<file path="src/rtl/imm_extend_stage.sv">
// Immediate extension stage: widens a raw immediate by mode behind a 2-entry skid buffer.
// Optional macro IMM_EXTEND_STATS_EN adds o_xfer_count (output transfer counter).
//
// Ports:
//   i_clk, i_reset          clock, synchronous active-high reset
//   i_flush                 drops both held entries
//   i_valid/o_ready         upstream handshake (o_ready = skid empty)
//   i_mode                  00 zero, 01 sign, 10 upper, 11 branch
//   i_immediate_value       raw immediate
//   o_valid/i_ready/o_data  downstream handshake and extended result
//   o_xfer_count            output transfers (IMM_EXTEND_STATS_EN only)
module imm_extend_stage #(
    parameter int NB_IMM  = 16,
    parameter int NB_DATA = 32
) (
    input  logic               i_clk,
    input  logic               i_reset,
    input  logic               i_flush,
    input  logic               i_valid,
    output logic               o_ready,
    input  logic [1:0]         i_mode,
    input  logic [NB_IMM-1:0]  i_immediate_value,
    output logic               o_valid,
    input  logic               i_ready,
    output logic [NB_DATA-1:0] o_data
`ifdef IMM_EXTEND_STATS_EN
    ,
    output logic [31:0]        o_xfer_count
`endif
);

    localparam int NB_PAD = NB_DATA - NB_IMM;

    logic               out_valid_q, out_valid_d;
    logic               skid_valid_q, skid_valid_d;
    logic [NB_DATA-1:0] out_data_q, out_data_d;
    logic [NB_DATA-1:0] skid_data_q, skid_data_d;
    logic [NB_DATA-1:0] sext_data;
    logic [NB_DATA-1:0] ext_data;
    logic               in_xfer;
    logic               out_xfer;

    assign o_ready  = ~skid_valid_q;
    assign o_valid  = out_valid_q;
    assign o_data   = out_valid_q ? out_data_q : '0;
    assign in_xfer  = i_valid & ~skid_valid_q;
    assign out_xfer = out_valid_q & i_ready;

    always_comb begin
        ext_data  = '0;
        sext_data = {{NB_PAD{i_immediate_value[NB_IMM-1]}}, i_immediate_value};
        unique case (i_mode)
            2'b00: ext_data = {{NB_PAD{1'b0}}, i_immediate_value};
            2'b01: ext_data = sext_data;
            2'b10: ext_data = {i_immediate_value, {NB_PAD{1'b0}}};
            2'b11: ext_data = {sext_data[NB_DATA-3:0], 2'b00};
        endcase
    end

    // Skid can only fill while the output register is stalled, so an
    // input never arrives together with a skid->output move.
    always_comb begin
        out_valid_d  = out_valid_q;
        out_data_d   = out_data_q;
        skid_valid_d = skid_valid_q;
        skid_data_d  = skid_data_q;
        if (i_flush) begin
            out_valid_d  = 1'b0;
            out_data_d   = '0;
            skid_valid_d = 1'b0;
            skid_data_d  = '0;
        end else if (!out_valid_q || out_xfer) begin
            if (skid_valid_q) begin
                out_valid_d  = 1'b1;
                out_data_d   = skid_data_q;
                skid_valid_d = 1'b0;
                skid_data_d  = '0;
            end else if (in_xfer) begin
                out_valid_d = 1'b1;
                out_data_d  = ext_data;
            end else begin
                out_valid_d = 1'b0;
                out_data_d  = '0;
            end
        end else if (in_xfer) begin
            skid_valid_d = 1'b1;
            skid_data_d  = ext_data;
        end
    end

    always_ff @(posedge i_clk) begin
        if (i_reset) begin
            out_valid_q  <= 1'b0;
            out_data_q   <= '0;
            skid_valid_q <= 1'b0;
            skid_data_q  <= '0;
        end else begin
            out_valid_q  <= out_valid_d;
            out_data_q   <= out_data_d;
            skid_valid_q <= skid_valid_d;
            skid_data_q  <= skid_data_d;
        end
    end

`ifdef IMM_EXTEND_STATS_EN
    logic [31:0] xfer_count_q, xfer_count_d;

    // Flush does not cancel a transfer completing in the same cycle.
    always_comb begin
        xfer_count_d = xfer_count_q;
        if (out_xfer) begin
            xfer_count_d = xfer_count_q + 32'd1;
        end
    end

    always_ff @(posedge i_clk) begin
        if (i_reset) begin
            xfer_count_q <= '0;
        end else begin
            xfer_count_q <= xfer_count_d;
        end
    end

    assign o_xfer_count = xfer_count_q;
`endif

endmodule

</file>
<file path="config.mk">
export PLATFORM = sky130hd
export DESIGN_NAME = imm_extend_stage
export DESIGN_NICKNAME = d
export VERILOG_FILES = /design/src/rtl/imm_extend_stage.sv
export SDC_FILE = /design/constraint.sdc
export NUM_CORES = 1
export LEC_CHECK = 0
export CORE_UTILIZATION = 50
export DETAILED_ROUTE_END_ITERATION = 16
export PLACE_DENSITY_LB_ADDON = 0.25
export RECOVER_POWER = 100
export SETUP_SLACK_MARGIN = 0.2
export SYNTH_ARGS = -nofsm -noshare
export SYNTH_HDL_FRONTEND = slang
export SYNTH_SLANG_ARGS = --single-unit
</file>
<file path="constraint.sdc">
create_clock -name i_clk -period 1.6 [get_ports i_clk]
set_input_delay 0.16 -clock i_clk [delete_from_list [all_inputs] [get_ports i_clk]]
set_output_delay 0.16 -clock i_clk [all_outputs]
set_load 0.01 [all_outputs]
</file>
# Word-level counts from Yosys, hierarchy flattened
# Cells that the tools add are included.
[word_totals]
ff_bits = 66
inputBits = 23
output_inout_bits = 34
[op_classes]
eq_ne = 4
mux = 9
bitwise = 3
reduce_logical = 7
[op_table]
columns = ["op", "n"]
rows = [
  ["2-to-1 mux 32 bit", 6],
  ["case mux 32 bit (4 select lines)", 1],
  ["== test 2 bit, second input constant", 2],
  ["OR reduction 3 bit", 1],
  ["AND 1 bit", 2],
  ["== test 2 x 1 -> 1 bit, second input constant", 1],
  ["zero test 2 bit", 1],
  ["2-to-1 mux 1 bit", 2],
  ["!= test 2 bit, second input constant", 1],
  ["AND reduction 2 bit", 1],
  ["nonzero test 2 bit", 1],
  ["OR reduction 2 bit", 1],
  ["zero test 1 bit", 1],
  ["logical OR 1 bit", 1],
  ["NOT 1 bit", 1],
]

# Depth between registers and ports, before layout
# Gate-level depths: netlist (run 1).
[depth]
depth_word = 4
ltp_mapped = 5

# Least setup slack after synthesis (run 1)
# OpenSTA, ideal clock, no wires.
[synth_timing]
path_kind = "register to register"
startpoint = "reg out_valid_q, in the netlist o_valid"
endpoint = "reg out_data_q[31]"
setup_ns = 0.123
arrival_ns = 1.088
required_ns = 1.477
setup_slack_ns = 0.389
path_stages_with_launch = 6
path_buffers = 2
synth_period_minus_slack_ns = 1.211
path_cell_list = "dfxtp_1 > nor2b_1 > buf_4 > buf_2 > a221oi_1 > nor2_1"
[synth_via]
elab_chain_len = 2
word_cells_on_any_way = 3
[synth_rtl]
columns = ["item", "line_no", "rtl"]
rows = [
  ["start: declaration", "34", "logic out_valid_q, out_valid_d;"],
  ["start signal: assignment", "98", "out_valid_q <= out_valid_d;"],
  ["AND 1 bit or zero test 1 bit (tied branches)", "47, 72", ""],
  ["logical OR 1 bit (*)", "72", "end else if (!out_valid_q || out_xfer) begin"],
  ["end signal: assignment", "99", "out_data_q <= out_data_d;"],
  ["end: declaration", "36", "logic [NB_DATA-1:0] out_data_q, out_data_d;"],
]
# Mark *: on every way between the ends. The rest lies on a longest branch, timed or not.
# A chain may end at the register's enable or synchronous reset.

# Final worst setup path (run 1)
[layout_timing]
startpoint = "reg out_valid_q, in the netlist o_valid"
endpoint = "out o_data[20]"
[layout_via]
elab_chain_len = 1
[layout_rtl]
columns = ["item", "line_no", "rtl"]
rows = [
  ["2-to-1 mux 32 bit", "45", "assign o_data = out_valid_q ? out_data_q : '0;"],
  ["end: declaration", "25", "output logic [NB_DATA-1:0] o_data"],
]
# No other way between the ends.

==> impl_metrics.tcl, run 1 <==
set metrics [dict create \
    dpl_cell_area_mm2 0.00413 \
    wire_per_inst_um 19.3 \
    routabilityCongestion 0.867 \
    rsz0062_at_grt "true" \
    numCtsBuffers 9 \
    syn_area_mm2 0.00337 \
    num_vias 3586 \
    powerDensity_mw_per_mm2 814 \
    syn_nets 450 \
    setup_slack_ns 0.106 \
    final-setup-viol-count 0 \
    finalMaxSlewViolations 0 \
    viasPerCell 6.38 \
    cts_buffer_depth 2 \
    wirelength_um 10800 \
    period_minus_slack_ns 1.49 \
    p_switching_w 0.000888 \
    start_kind "flip-flop" \
    syn_area_per_cell_um2 7.88 \
    path_max_fanout 19 \
    finalInstanceArea_mm2 0.00436 \
    ys_seq_area_frac 0.393 \
    io_buffers 56 \
    drt-pass1-iter-count 11 \
    yosysWarnings 0 \
    worst-setup-path-type "reg -> out" \
    die_width_um 84.0 \
    cts_hold_buf 0 \
    pre_cts_ws_ns 0.0271 \
    hold_viol 0 \
    pin_count 57 \
    drc 8 \
    clk_pin_slew_ns 0.07 \
    p_leak_nw 1.56 \
    worstSkewPairLatency_ns 0.35 \
    cp_data_arrival_time_ns 1.33 \
    final.setup_skew_ns 0.00624 \
    fin_util 0.679 \
    grt_max_degree 36 \
    p_int_w 0.00266 \
    grt_antenna_before_repair 0 \
    p_comb_frac 0.125 \
    grt_pass1_wl_um 16200 \
    core_mm2 0.00642 \
    p_clk_frac 0.399 \
    nets 505 \
    dp_cells 541 \
    tightest_slew_ns 0.412 \
    min_path_type "reg -> reg" \
    drive_gt1_frac 0.138 \
    cts_tree "built" \
    dp_hpwl_um 6220 \
    htree_levels 3 \
    synth_cell_type_count 31 \
    n_antenna_cell 0 \
    grt_use_total 0.290 \
    die_h_um 84.0 \
    fp.dieArea_mm2 0.00706 \
    setup_tns_ns 0 \
    max-slew-margin-rel 0.725 \
    critPathRequiredTime_ns 1.44 \
    grt-ovfl-total 0 \
    swShare 0.250 \
    drv_cap 0 \
    finalCritPeriodShare 0.934 \
    layout.cells.non_filler 562 \
    start_util 0.524 \
    synth-seq-cells 66 \
    antenna_left 0 \
    syn_to_final_growth_pct 29.5 \
    grt_pass1_vias 3149 \
    first_iter_violations 351 \
    timing.fmax_mhz 669 \
    clock-sinks 66 \
    rows 29 \
    peakVddDrop_mv 0.546 \
    root_buffer "clkbuf_8" \
    outcome "complete, but fails checks" \
    violations "DRC" \
    syn_inst 427 \
    pwr-share-seq 0.476 \
    end_kind "output pin" \
]
final timing paths:
path	startpoint	endpoint	slack [ns]	cells after the start
worst min register to register	out_data_q[0]	out_data_q[0]	0.50	2
worst min-delay path	out_data_q[0]	out_data_q[0]	0.50	2
worst max register to register	o_valid	out_data_q[31]	0.11	6
worst max-delay path	o_valid	o_data[20]	0.11	3
final cells by class:
type | count | area (um2)
clock buffers | 12 | 155
multi-input cells | 311 | 1850
clock inverters | 2 | 37.5
repair buffers | 91 | 888
flip-flops and latches | 66 | 1330
inverters | 3 | 11.3
fillers | 530 | 2060
well taps | 77 | 96.3
cell usage after synthesis (all sizes together):
| master | instances | area [um2] |
|---|---|---|
| a2111o | 1 | 11.3 |
| a2111oi | 1 | 8.76 |
| a211oi | 2 | 15.0 |
| a21oi | 92 | 460 |
| a221oi | 1 | 8.76 |
| a31o | 1 | 8.76 |
| and2 | 33 | 206 |
| and2b | 3 | 22.5 |
| and3 | 14 | 87.6 |
| and3b | 14 | 123 |
| and4bb | 1 | 12.5 |
| buf | 17 | 100 |
| clkbuf | 30 | 115 |
| dfxtp | 66 | 1320 |
| inv | 3 | 11.3 |
| mux2i | 1 | 10.0 |
| nand2 | 1 | 3.75 |
| nand2b | 1 | 6.26 |
| nand3 | 2 | 10.0 |
| nand4bb | 1 | 11.3 |
| nor2 | 5 | 18.8 |
| nor2b | 13 | 81.3 |
| nor3 | 3 | 15.0 |
| nor4bb | 2 | 20.0 |
| o211ai | 31 | 233 |
| o21a | 1 | 7.51 |
| o21ai | 86 | 430 |
| or2 | 1 | 6.26 |
cells in the final DEF (no fill, tap or decap), drive strengths merged, types with 2 or more instances in the layout:
cell type,n
and2b,3
a211oi,2
o211ai,31
nor2b,13
buf,30
a21oi,92
clkbuf,33
dlygate4sd2,5
nor4bb,2
o21ai,86
clkdlybuf4s25,2
and3,14
nor3,3
clkdlybuf4s15,11
nand3,2
inv,3
and3b,14
clkdlybuf4s50,22
and2,33
dfxtp,66
nor2,5
worst max-delay path, cell delays in order (launching register included):
cell             delay (ns)
dfxtp_4                0.39
buf_12                 0.16
and2_1                 0.13
clkdlybuf4s25_1        0.30
metal layers:
layer	share of wire	global-route usage	vias up
met5	0	0	-
met4	0.027	0.129	0
met3	0.086	0.0465	32
met2	0.47	0.452	231
met1	0.42	0.394	1669
li1	-	-	1654
power by group through the flow:
| stage | Combinational [W] | Clock, W | Sequential (W) |
|---|---|---|---|
| after floorplan | 0.000215 | 0 | 0.00172 |
| after global placement | 0.000401 | 0 | 0.00172 |
| after detailed placement | 0.000405 | 0 | 0.00172 |
| after CTS | 0.000414 | 0.00142 | 0.00169 |
| after global routing | 0.000471 | 0.00150 | 0.00169 |
| final | 0.000443 | 0.00142 | 0.00169 |
registers in the layout, indices dropped and copies added (netlist names):
register	flops
o_valid	1
out_data_q	32
skid_data_q	32
skid_valid_q	1
metrics by stage:
step | total power [W] | hold WS [ns]
after floorplan | 0.00193 | 0.325
after global placement | 0.00212 | 0.472
after detailed placement | 0.00213 | 0.482
after CTS | 0.00352 | 0.489
after global routing | 0.00366 | 0.508
final | 0.00355 | 0.495
timing repair:
item / in CTS / in global routing
setup endpoints to repair: 34 / 89
endpoints found under the hold margin: 0 / 0
pin swaps: 0 / 8
gates cloned: 1 / 4
setup buffers: 0 / 2
gates resized for setup: 114 / 14
cell families (layout without fill, tap and decap cells):
logic type | after synthesis | after routing | share of synthesized area
AND/OR/NAND/NOR | 94 | 94 | 0.186
AO/OA/AOI/OAI | 216 | 216 | 0.352
buffers and inverters | 50 | 108 | 0.0673
flip-flops | 66 | 66 | 0.393
multiplexers | 1 | 1 | 0.00297
No activity file was read; power rests on OpenSTA's default activity.
==> run 2, diff against run 1 <==
--- a/config.mk
+++ b/config.mk
@@ -5,8 +5,10 @@
 export SDC_FILE = /design/constraint.sdc
 export NUM_CORES = 1
 export LEC_CHECK = 0
+export ABC_CLOCK_PERIOD_IN_PS = 1600
 export CORE_UTILIZATION = 50
 export DETAILED_ROUTE_END_ITERATION = 16
+export HOLD_SLACK_MARGIN = 0.06
 export PLACE_DENSITY_LB_ADDON = 0.25
 export RECOVER_POWER = 100
 export SETUP_SLACK_MARGIN = 0.2
==> results of run 2 <==
The final DEF is identical to that of run 1; final timing and power are the same.
==> run 3, diff against run 2 <==
--- a/config.mk
+++ b/config.mk
@@ -6,6 +6,7 @@
 export NUM_CORES = 1
 export LEC_CHECK = 0
 export ABC_CLOCK_PERIOD_IN_PS = 1600
+export CORE_MARGIN = 2
 export CORE_UTILIZATION = 50
 export DETAILED_ROUTE_END_ITERATION = 16
 export HOLD_SLACK_MARGIN = 0.06
==> run 3 against run 2 <==
  * The run now ends clean
  * Cell area is 0.92% lower
  * Die area rose by 4.8%
  * Sequential power about the same
  * Critical endpoint is now o_data[7]
  * Final cell count shrank 0.53%
  * Wire length fell by 0.90%
  * Critical path type unchanged
  * Largest power group unchanged
  * Largest cell class unchanged
  * Highest routed layer unchanged
  * Via count fell by 0.75%
==> impl_metrics.tcl, run 3 (same netlist as run 1, synthesis figures left out) <==
set metrics [dict create \
    outcome "finished clean" \
    grt_antenna_before_repair 0 \
    final_cell_mix "a21oi_1 (92), o21ai_0 (85), dfxtp_1 (65)" \
    num_vias 3559 \
    grt_pass1_vias 3333 \
    pin_count 57 \
    fin_util 0.673 \
    syn_to_final_growth_pct 28.3 \
    cts_buffer_depth 2 \
    rows 29 \
    cts_tree "built" \
    end_kind "output pin" \
    path_max_fanout 9 \
    max-slew-margin-rel 0.759 \
    drive_gt1_frac 0.108 \
    p_leak_nw 1.66 \
    finalInstanceArea_mm2 0.00432 \
    root_buffer "clkbuf_8" \
    timing.fmax_mhz 674 \
    start_kind "flip-flop" \
    period_minus_slack_ns 1.48 \
    antenna_left 0 \
    grt_max_degree 48 \
    tightest_slew_ns 0.352 \
    routabilityCongestion 0.873 \
    drc 0 \
    wirelength_um 10700 \
    cp_data_arrival_time_ns 1.32 \
    n_antenna_cell 0 \
    numCtsBuffers 9 \
    setup_tns_ns 0 \
    viasPerCell 6.37 \
    clock-sinks 66 \
    dpl_cell_area_mm2 0.00409 \
    io_buffers 56 \
    rsz0062_at_grt "true" \
    finalCritPeriodShare 0.927 \
    drt-pass1-iter-count 5 \
    total_power_w 0.00381 \
    htree_levels 3 \
    grt_use_total 0.290 \
    die_h_um 86.0 \
    hold_viol 0 \
    min_path_type "reg -> reg" \
    clk_pin_slew_ns 0.07 \
    die_width_um 86.0 \
    powerDensity_mw_per_mm2 882 \
    final.setup_skew_ns 0.00806 \
    fp.dieArea_mm2 0.00740 \
    peakVddDrop_mv 0.559 \
    finalMaxSlewViolations 0 \
    worst-setup-path-type "reg -> out" \
    fillers 539 \
    final-setup-viol-count 0 \
    mostFrequentLayoutCell "a21oi_1" \
    critPathRequiredTime_ns 1.44 \
    cts_hold_buf 0 \
    worstSkewPairLatency_ns 0.35 \
    wire_per_inst_um 19.2 \
    nets 500 \
    start_util 0.524 \
    drv_cap 0 \
    grt_pass1_wl_um 16800 \
    largestRegisters "out_data_q (32), skid_data_q (32)" \
    grt-ovfl-total 0 \
    core_mm2 0.00642 \
    first_iter_violations 276 \
    dp_hpwl_um 6360 \
]
[run 3: report_power, final]
group | internal, W | switching [W] | leakage, nW | total, W
combinational | 0.000191 | 0.000241 | 1.00 | 0.000432
clock | 0.00103 | 0.000660 | 0.120 | 0.00169
sequential | 0.00167 | 0.0000177 | 0.535 | 0.00169
[run 3: worst paths after layout]
path             startpoint              end  slack [ns]  cells after the start
max                 o_valid        o_data[7]        0.12                      3
min          skid_data_q[6]   skid_data_q[6]        0.49                      2
max reg2reg         o_valid  skid_data_q[31]        0.12                      5
min reg2reg  skid_data_q[6]   skid_data_q[6]        0.49                      2
[run 3: layout make-up]
class | count | area, um2 | area share
Sequential cell | 66 | 1330 | 0.307
Tap cell | 77 | 96.3 | 0.0223
Timing Repair Buffer | 86 | 825 | 0.191
Multi-Input combinational cell | 311 | 1830 | 0.424
Clock buffer | 10 | 128 | 0.0295
Clock inverter | 6 | 105 | 0.0243
Inverter | 3 | 11.3 | 0.00261
[run 3: what timing repair did]
action,CTS,global route
buffers inserted,1,1
pin swaps,0,0
resized for setup,81,16
endpoints found under the hold margin,0,0
setup endpoints to repair,34,42
cloned,1,2
[run 3: critical path: stages, from the launching register on]
cell and delay (ns):
dfxtp_4 0.42, clkbuf_16 0.18, and2_1 0.12, dlygate4sd2_1 0.26
[run 3: stage by stage]
step           worst slack, ns  hold slack [ns]  instances
4_1_cts                  0.128            0.492        556
3_5_place_dp           -0.0499            0.477        538
2_1_floorplan            0.389            0.325        427
3_3_place_gp           0.00334            0.473        538
6_report                 0.116            0.494        559
5_1_grt                 0.0626            0.506        559
[run 3: layer usage]
metal	part of all wire	up-vias	GRT usage
met2	0.45	215	0.425
met5	0	-	0
met4	0.026	0	0.141
met3	0.098	23	0.0770
li1	-	1642	-
met1	0.42	1679	0.395
